**src/rtl/pipe_pkg.sv**
```systemverilog
// Shared state encoding and default widths for the skid pipe stage.
// Optional store-data lane: define PIPE_STAGE_STORE_DATA_EN.
package pipe_pkg;

  localparam int DATA_W_DEF  = 32;
  localparam int RADDR_W_DEF = 5;
  localparam int MADDR_W_DEF = 32;
  localparam int CMD_W_DEF   = 6;

  typedef enum logic [1:0] {
    ST_EMPTY = 2'd0,
    ST_ONE   = 2'd1,
    ST_TWO   = 2'd2
  } state_e;

  // Encoding doubles as the held-entry count.
  function automatic logic [1:0] occ_of(state_e s);
    return 2'(s);
  endfunction

endpackage

```
**src/rtl/pipe_entry_reg.sv**
```systemverilog
// One payload entry of the skid stage; clear wins over load.
// Width is set by the parent, so no feature macro is needed here.
module pipe_entry_reg #(
  parameter int W = 8
) (
  input  logic         clk_i,
  input  logic         rst_ni,
  input  logic         en_i,
  input  logic         clr_i,
  input  logic         ld_i,
  input  logic [W-1:0] d_i,
  output logic [W-1:0] q_o
);

  logic [W-1:0] q_q;

  always_ff @(posedge clk_i or negedge rst_ni) begin
    if (!rst_ni) begin
      q_q <= '0;
    end else if (en_i) begin
      if (clr_i) begin
        q_q <= '0;
      end else if (ld_i) begin
        q_q <= d_i;
      end
    end
  end

  assign q_o = q_q;

endmodule

```
**src/rtl/pipe_stage_skid.sv**
```systemverilog
// Two-entry skid pipe stage with registered upstream ready.
// Store-data lane is present only with PIPE_STAGE_STORE_DATA_EN.
module pipe_stage_skid
  import pipe_pkg::*;
#(
  parameter int DATA_W  = DATA_W_DEF,
  parameter int RADDR_W = RADDR_W_DEF,
  parameter int MADDR_W = MADDR_W_DEF,
  parameter int CMD_W   = CMD_W_DEF
) (
  input  logic               clk_in,
  input  logic               rst_in,
  input  logic               rdy_in,
  input  logic               flush_in,
  input  logic               up_valid_in,
  output logic               up_ready_out,
  input  logic [RADDR_W-1:0] up_rd_addr_in,
  input  logic [DATA_W-1:0]  up_rd_data_in,
  input  logic               up_rd_we_in,
  input  logic [MADDR_W-1:0] up_mem_addr_in,
  input  logic [CMD_W-1:0]   up_cmd_in,
`ifdef PIPE_STAGE_STORE_DATA_EN
  input  logic [DATA_W-1:0]  up_store_data_in,
  output logic [DATA_W-1:0]  dn_store_data_out,
`endif
  output logic               dn_valid_out,
  input  logic               dn_ready_in,
  output logic [RADDR_W-1:0] dn_rd_addr_out,
  output logic [DATA_W-1:0]  dn_rd_data_out,
  output logic               dn_rd_we_out,
  output logic [MADDR_W-1:0] dn_mem_addr_out,
  output logic [CMD_W-1:0]   dn_cmd_out,
  output logic [1:0]         occ_out
);

`ifdef PIPE_STAGE_STORE_DATA_EN
  localparam int PW =
    RADDR_W + DATA_W + 1 + MADDR_W + CMD_W + DATA_W;
`else
  localparam int PW =
    RADDR_W + DATA_W + 1 + MADDR_W + CMD_W;
`endif

  state_e  state_q, state_d;
  logic    up_ready_q;
  logic    push, pop;
  logic    main_ld, skid_ld;
  logic [PW-1:0] up_pl, main_d, main_q, skid_q, dn_pl;

`ifdef PIPE_STAGE_STORE_DATA_EN
  assign up_pl = {up_store_data_in, up_cmd_in,
                  up_mem_addr_in, up_rd_we_in,
                  up_rd_data_in, up_rd_addr_in};
  assign {dn_store_data_out, dn_cmd_out,
          dn_mem_addr_out, dn_rd_we_out,
          dn_rd_data_out, dn_rd_addr_out} = dn_pl;
`else
  assign up_pl = {up_cmd_in, up_mem_addr_in,
                  up_rd_we_in, up_rd_data_in,
                  up_rd_addr_in};
  assign {dn_cmd_out, dn_mem_addr_out,
          dn_rd_we_out, dn_rd_data_out,
          dn_rd_addr_out} = dn_pl;
`endif

  assign dn_valid_out = (state_q != ST_EMPTY);
  assign dn_pl        = dn_valid_out ? main_q : '0;
  assign up_ready_out = up_ready_q;
  assign occ_out      = occ_of(state_q);

  assign push = up_valid_in & up_ready_q;
  assign pop  = dn_valid_out & dn_ready_in;

  always_comb begin
    state_d = state_q;
    main_ld = 1'b0;
    skid_ld = 1'b0;
    main_d  = up_pl;
    unique case (state_q)
      ST_EMPTY: begin
        if (push) begin
          state_d = ST_ONE;
          main_ld = 1'b1;
        end
      end
      ST_ONE: begin
        if (push && pop) begin
          main_ld = 1'b1;
        end else if (push) begin
          state_d = ST_TWO;
          skid_ld = 1'b1;
        end else if (pop) begin
          state_d = ST_EMPTY;
        end
      end
      ST_TWO: begin
        if (pop) begin
          state_d = ST_ONE;
          main_ld = 1'b1;
          main_d  = skid_q;
        end
      end
      default: state_d = ST_EMPTY;
    endcase
    if (flush_in) begin
      state_d = ST_EMPTY;
    end
  end

  always_ff @(posedge clk_in or negedge rst_in) begin
    if (!rst_in) begin
      state_q    <= ST_EMPTY;
      up_ready_q <= 1'b0;
    end else if (rdy_in) begin
      state_q    <= state_d;
      up_ready_q <= (state_d != ST_TWO);
    end
  end

  pipe_entry_reg #(.W(PW)) u_main (
    .clk_i  (clk_in),
    .rst_ni (rst_in),
    .en_i   (rdy_in),
    .clr_i  (flush_in),
    .ld_i   (main_ld),
    .d_i    (main_d),
    .q_o    (main_q)
  );

  pipe_entry_reg #(.W(PW)) u_skid (
    .clk_i  (clk_in),
    .rst_ni (rst_in),
    .en_i   (rdy_in),
    .clr_i  (flush_in),
    .ld_i   (skid_ld),
    .d_i    (up_pl),
    .q_o    (skid_q)
  );

endmodule

```
**config.mk**
```make
export PLATFORM = sky130hd
export DESIGN_NAME = pipe_stage_skid
export DESIGN_NICKNAME = d
export VERILOG_FILES = /design/src/rtl/pipe_pkg.sv /design/src/rtl/pipe_entry_reg.sv /design/src/rtl/pipe_stage_skid.sv
export SDC_FILE = /design/constraint.sdc
export NUM_CORES = 1
export LEC_CHECK = 0
export BUFFER_PORTS_ARGS = -buffer_cell sky130_fd_sc_hd__buf_2
export CAP_MARGIN = 30
export CORE_MARGIN = 3
export CORE_UTILIZATION = 55
export CTS_BUF_LIST = sky130_fd_sc_hd__clkbuf_4 sky130_fd_sc_hd__clkbuf_8
export CTS_CLUSTER_DIAMETER = 120
export DETAILED_ROUTE_END_ITERATION = 10
export GPL_TIMING_DRIVEN = 0
export PLACE_DENSITY = 0.82
export SLEW_MARGIN = 20
export SYNTH_ARGS = -nofsm -noshare
export SYNTH_HDL_FRONTEND = slang
export SYNTH_SLANG_ARGS = --single-unit
```
**constraint.sdc**
```tcl
create_clock -name clk_in -period 6.1 [get_ports clk_in]
set_clock_uncertainty 0.05 [all_clocks]
set_input_delay 1.83 -clock clk_in [delete_from_list [all_inputs] [get_ports clk_in]]
set_output_delay 1.83 -clock clk_in [all_outputs]
set_load 0.005 [all_outputs]
```
## Word level (Yosys, flattened, before mapping)

Index checks and enable logic that the tools add are counted.

- Register bits: 155
- Output and inout bits: 80
- Bits of input ports: 82
- Word-level logic and storage cells: 36

- Equal/unequal tests: 3
- Bitwise logic cells: 2
- Reductions and logical operators: 7
- Mux-type cells: 20

Operators by type and width:

| kind | count |
|---|---|
| $mux 76 | 7 |
| $mux 2 | 6 |
| $pmux 2 s3 | 1 |
| $reduce_bool 2->1 | 3 |
| $mux 1 | 5 |
| $reduce_and 2->1 | 2 |
| $pmux 1 s3 | 1 |
| $and 1x1->1 | 2 |
| $eq 2x1->1 const B | 1 |
| $eq 2x2->1 const B | 1 |
| $logic_not 2->1 | 1 |
| $ne 2x2->1 const B | 1 |
| $logic_and 1x1->1 | 1 |

## Depth between registers and ports, before layout

- Word-level depth: 8
- Mapped depth: 7
- Mapped depth without buffers: 4

## By module

From an unflattened synthesis, not the netlist that was laid out.

- Cell total of the unflattened synthesis: 1039
- Area total of the unflattened synthesis: 10070.9 sq um

By module, submodules not included:

| module | sequential area each (sq um) | cells an instance | instances | area each (sq um) |
|---|---|---|---|---|
| pipe_entry_reg | 1901.8 | 423 | 2 | 4190.3 |
| pipe_stage_skid | 75.1 | 193 | 1 | 1690.4 |

## Worst setup path after synthesis

OpenSTA, ideal clock, no wires.

- Path kind: flip-flop to output port
- Start: reg state_q[1], in the netlist occ_out[1]
- End: out dn_mem_addr_out[0]
- Arrival: 1.368 ns
- Cell stages (with the launch flop): 5
- Required time: 4.220 ns
- Slack: 2.852 ns
- Buffers on the path: 2
- Cells stage by stage: dfrtp_1 > nor2_1 > clkbuf_1 > clkbuf_1 > nor2b_1

- Cells in the longest elaborated chain, start to end: 2

Ends and longest elaborated chain:

| element | line | RTL |
|---|---|---|
| from (decl) | pipe_stage_skid.sv:44 | `state_e state_q, state_d;` |
| from (signal assigned) | pipe_stage_skid.sv:115 | `state_q <= state_d;` |
| $reduce_bool 2->1 | pipe_stage_skid.sv:66 | `assign dn_valid_out = (state_q != ST_EMPTY);` |
| $mux 76 | pipe_stage_skid.sv:67 | `assign dn_pl = dn_valid_out ? main_q : '0;` |
| to (decl) | pipe_stage_skid.sv:31 | `output logic [MADDR_W-1:0] dn_mem_addr_out,` |

Every way passes these cells.

## Final worst setup path

- Start: reg state_q[1], in the netlist occ_out[1]
- End: out dn_mem_addr_out[13]

Same word-level chain as after synthesis.

==> results.yml <==
worst_setup_path:
  slowest_stage: "nor2_1"
  critical_path.top_delay_family: "buffers and inverters"
  critPathMaxStageDelay_ns: 0.49
  crit_cells: 5
  critPathLaunchType: "register"
  path_common_cell: "clkbuf_1"
  required_ns: 4.22
  r2r_cells: 5
  worst-endpoint-arrival_ns: 2.55
  crit_type: "register to output port"
  crit_chain: "nor2_1, clkbuf_1, clkbuf_1, nor2b_1, buf_2"
  cp-end-kind: "output port"
  crit_fanout: 10
  path_buf_inv: 3
layout:
  drive_above_1_share_pct: 27.58
  utilization_pct: 68.99
  finalNetCount: 874
  diodes: 0
  nFillCells: 895
  area_delta_synth_final_pct: 21.37
clocking:
  clk_pin_slew_ns: 0.08
  cts_hold_buf: 0
  clock_latency_ns: 0.44
  cts_tree: "done"
  cts_resized: 0
  root_buffer: "clkbuf_8"
  clock_path_buffers: 2
  post_cts_buffers: 0
  cts_made_buffers: 17
  cts_num_sinks: 155
  h-tree-depth: 4
timing:
  setup_tns_ns: 0
  fmax_mhz: 226.0
  hold_violations: 0
  setup_violations: 0
  rsz0062_at_grt: "no"
  tightest_slew_ns: 0.5642
  period_share_pct: 72.55
  timing.final.crit_period_ns: 4.426
  slew_viol_final: 0
  slew_headroom_pct: 62.25
  hold_ws_ns: 0.4124
placed_design:
  globalplace.congestion: 0.8240
  portBuffers: 160
  dpl.hpwl_um: 11450
route:
  wirelength_um: 16390
  wire_per_inst_um: 17.28
  drc: 0
  drt_pass1_iterations: 5
  ant_nets: 0
  vias: 5444
  viasPerCell: 5.743
  drt-initial-drc-count: 436
worst_hold_path:
  hp-class: "register to register"
  holdPathStages: 2
power_and_ir_drop:
  total_power_mw: 2.173
  p_leak_nw: 4.321
  p_per_area_mw_per_mm2: 272.3
  vdd_ir_drop_max_mv: 0.1948
synth:
  synth_common_cells: "dfrtp_1 (155), nand2_1 (153), a22o_1 (76), a22oi_1 (76), nor2b_1 (76)"
  synth.most_common_cell: "dfrtp_1"
  ys_warn_count: 0
  synth_top_area_cell: "dfrtp_1"
  ys_seq_area_share_pct: 59.00
  yosys-top-cells-area: "dfrtp_1 (59%), a22o_1 (10%), nand2_1 (8.7%)"
  synth_flop_cell: "dfrtp_1"
  yosysTopAreaCellShare_pct: 59.00
  netlist_area_sq_mm: 0.006574
  synthCells: 612
  syn_area_per_cell_sq_um: 10.74
  synth_edf_count: 0
  synth_cell_types: 26
  synth_nets: 694
  ys_ff_latch: 155
  synthArstFlopShare_pct: 100.0
grt:
  use_met1_pct: 35.09
  grtUsageMet2_pct: 38.54
  grt_pass1_vias: 5343
  use_met3_pct: 8.105
  grt-ovfl-total: 0
  grt_max_degree: 82
  grt_pass1_wl_um: 26310
  antenna_found_initial: 1
  grt_busiest_layer: "met2"
  track_usage_pct: 25.35
outcome:
  outcome: "finished clean"
die:
  rows: 39
  start_util_pct: 56.84
  dieWidth_um: 115.3
  chipHeight_um: 115.3
  dieArea_sq_mm: 0.01330
  io-pin-count: 162
  coreArea_sq_mm: 0.01156
job:
  drv_cap: 0
## metrics by stage
stage / worst slack [ns] / std cells / cell area (sq um)
2_1_floorplan: 2.852 / 612 / 6574
3_3_place_gp: 1.031 / 915 / 7553
3_5_place_dp: 2.093 / 916 / 7591
4_1_cts: 1.584 / 948 / 7979
5_1_grt: 1.444 / 948 / 7979
6_report: 1.674 / 948 / 7979
## worst min-delay path, cell delays in order, from the launching register on
cell and delay [ns]:
dfrtp_1 0.34, nand2_1 0.05, nand2_1 0.05
## routing by layer
layer  up-vias  part of all wire, %
met3        22                  6.8
met5         -                0.079
met2       198                   48
li1       2501                    -
met4         2                  1.4
met1      2721                   43
## cell families after synthesis
kind of cell / share of synthesized area [%]
AOI/OAI and AO/OA: 19.79
xor gates and xnor gates: 0.1333
buffers and inverters: 3.540
DFF: 59.00
and+or+nand+nor: 17.53
## path summary, 6_finish.rpt
path | from | end | slack, ns
worst max-delay path | occ_out[1]$_DFFE_PN0P_ | dn_mem_addr_out[13] | 1.67
worst max register to register | occ_out[1]$_DFFE_PN0P_ | u_skid.q_o[18]$_DFFE_PN0P_ | 4.06
max in group asynchronous | rst_in | u_main.q_o[39]$_DFFE_PN0P_ | 3.93
worst min-delay path | u_main.q_o[20]$_DFFE_PN0P_ | u_main.q_o[20]$_DFFE_PN0P_ | 0.41
min in group asynchronous | rst_in | u_main.q_o[72]$_DFFE_PN0P_ | 1.30
worst min register to register | u_main.q_o[20]$_DFFE_PN0P_ | u_main.q_o[20]$_DFFE_PN0P_ | 0.41
## where the power goes
part	switching (mW)	leakage, nW	internal [mW]
clock network	0.356	0.206	0.388
registers	0.0389	2.12	1.10
logic	0.180	2.00	0.114
## flip-flops by register name, indices dropped and copies added, names as in the netlist
| name | cells |
|---|---|
| occ_out | 2 |
| u_main.q_o | 76 |
| u_skid.q_o | 76 |
| up_ready_out | 1 |
## placed cells by master (no fill, tap or decap), types with 2 or more instances in the layout
cell type,count
buf_2,183
inv_1,4
clkbuf_8,22
dfrtp_1,155
clkinv_2,5
clkbuf_4,3
nor3_2,2
nor2_1,4
nand2b_1,3
a22oi_1,76
nor2b_1,76
a22o_1,76
nand2_1,153
clkbuf_1,24
## layout make-up
cell class / count / area (sq um) / share of cell area, %
Inverter: 4 / 15.01 / 0.1882
Clock buffer: 25 / 325.3 / 4.077
Tap cell: 143 / 178.9 / 2.242
Sequential cell: 155 / 3879 / 48.61
Buffer: 49 / 217.7 / 2.729
Clock inverter: 7 / 62.56 / 0.7841
Timing Repair Buffer: 161 / 838.3 / 10.51
Multi-Input combinational cell: 404 / 2462 / 30.86
(Power assumes the default switching activity.)
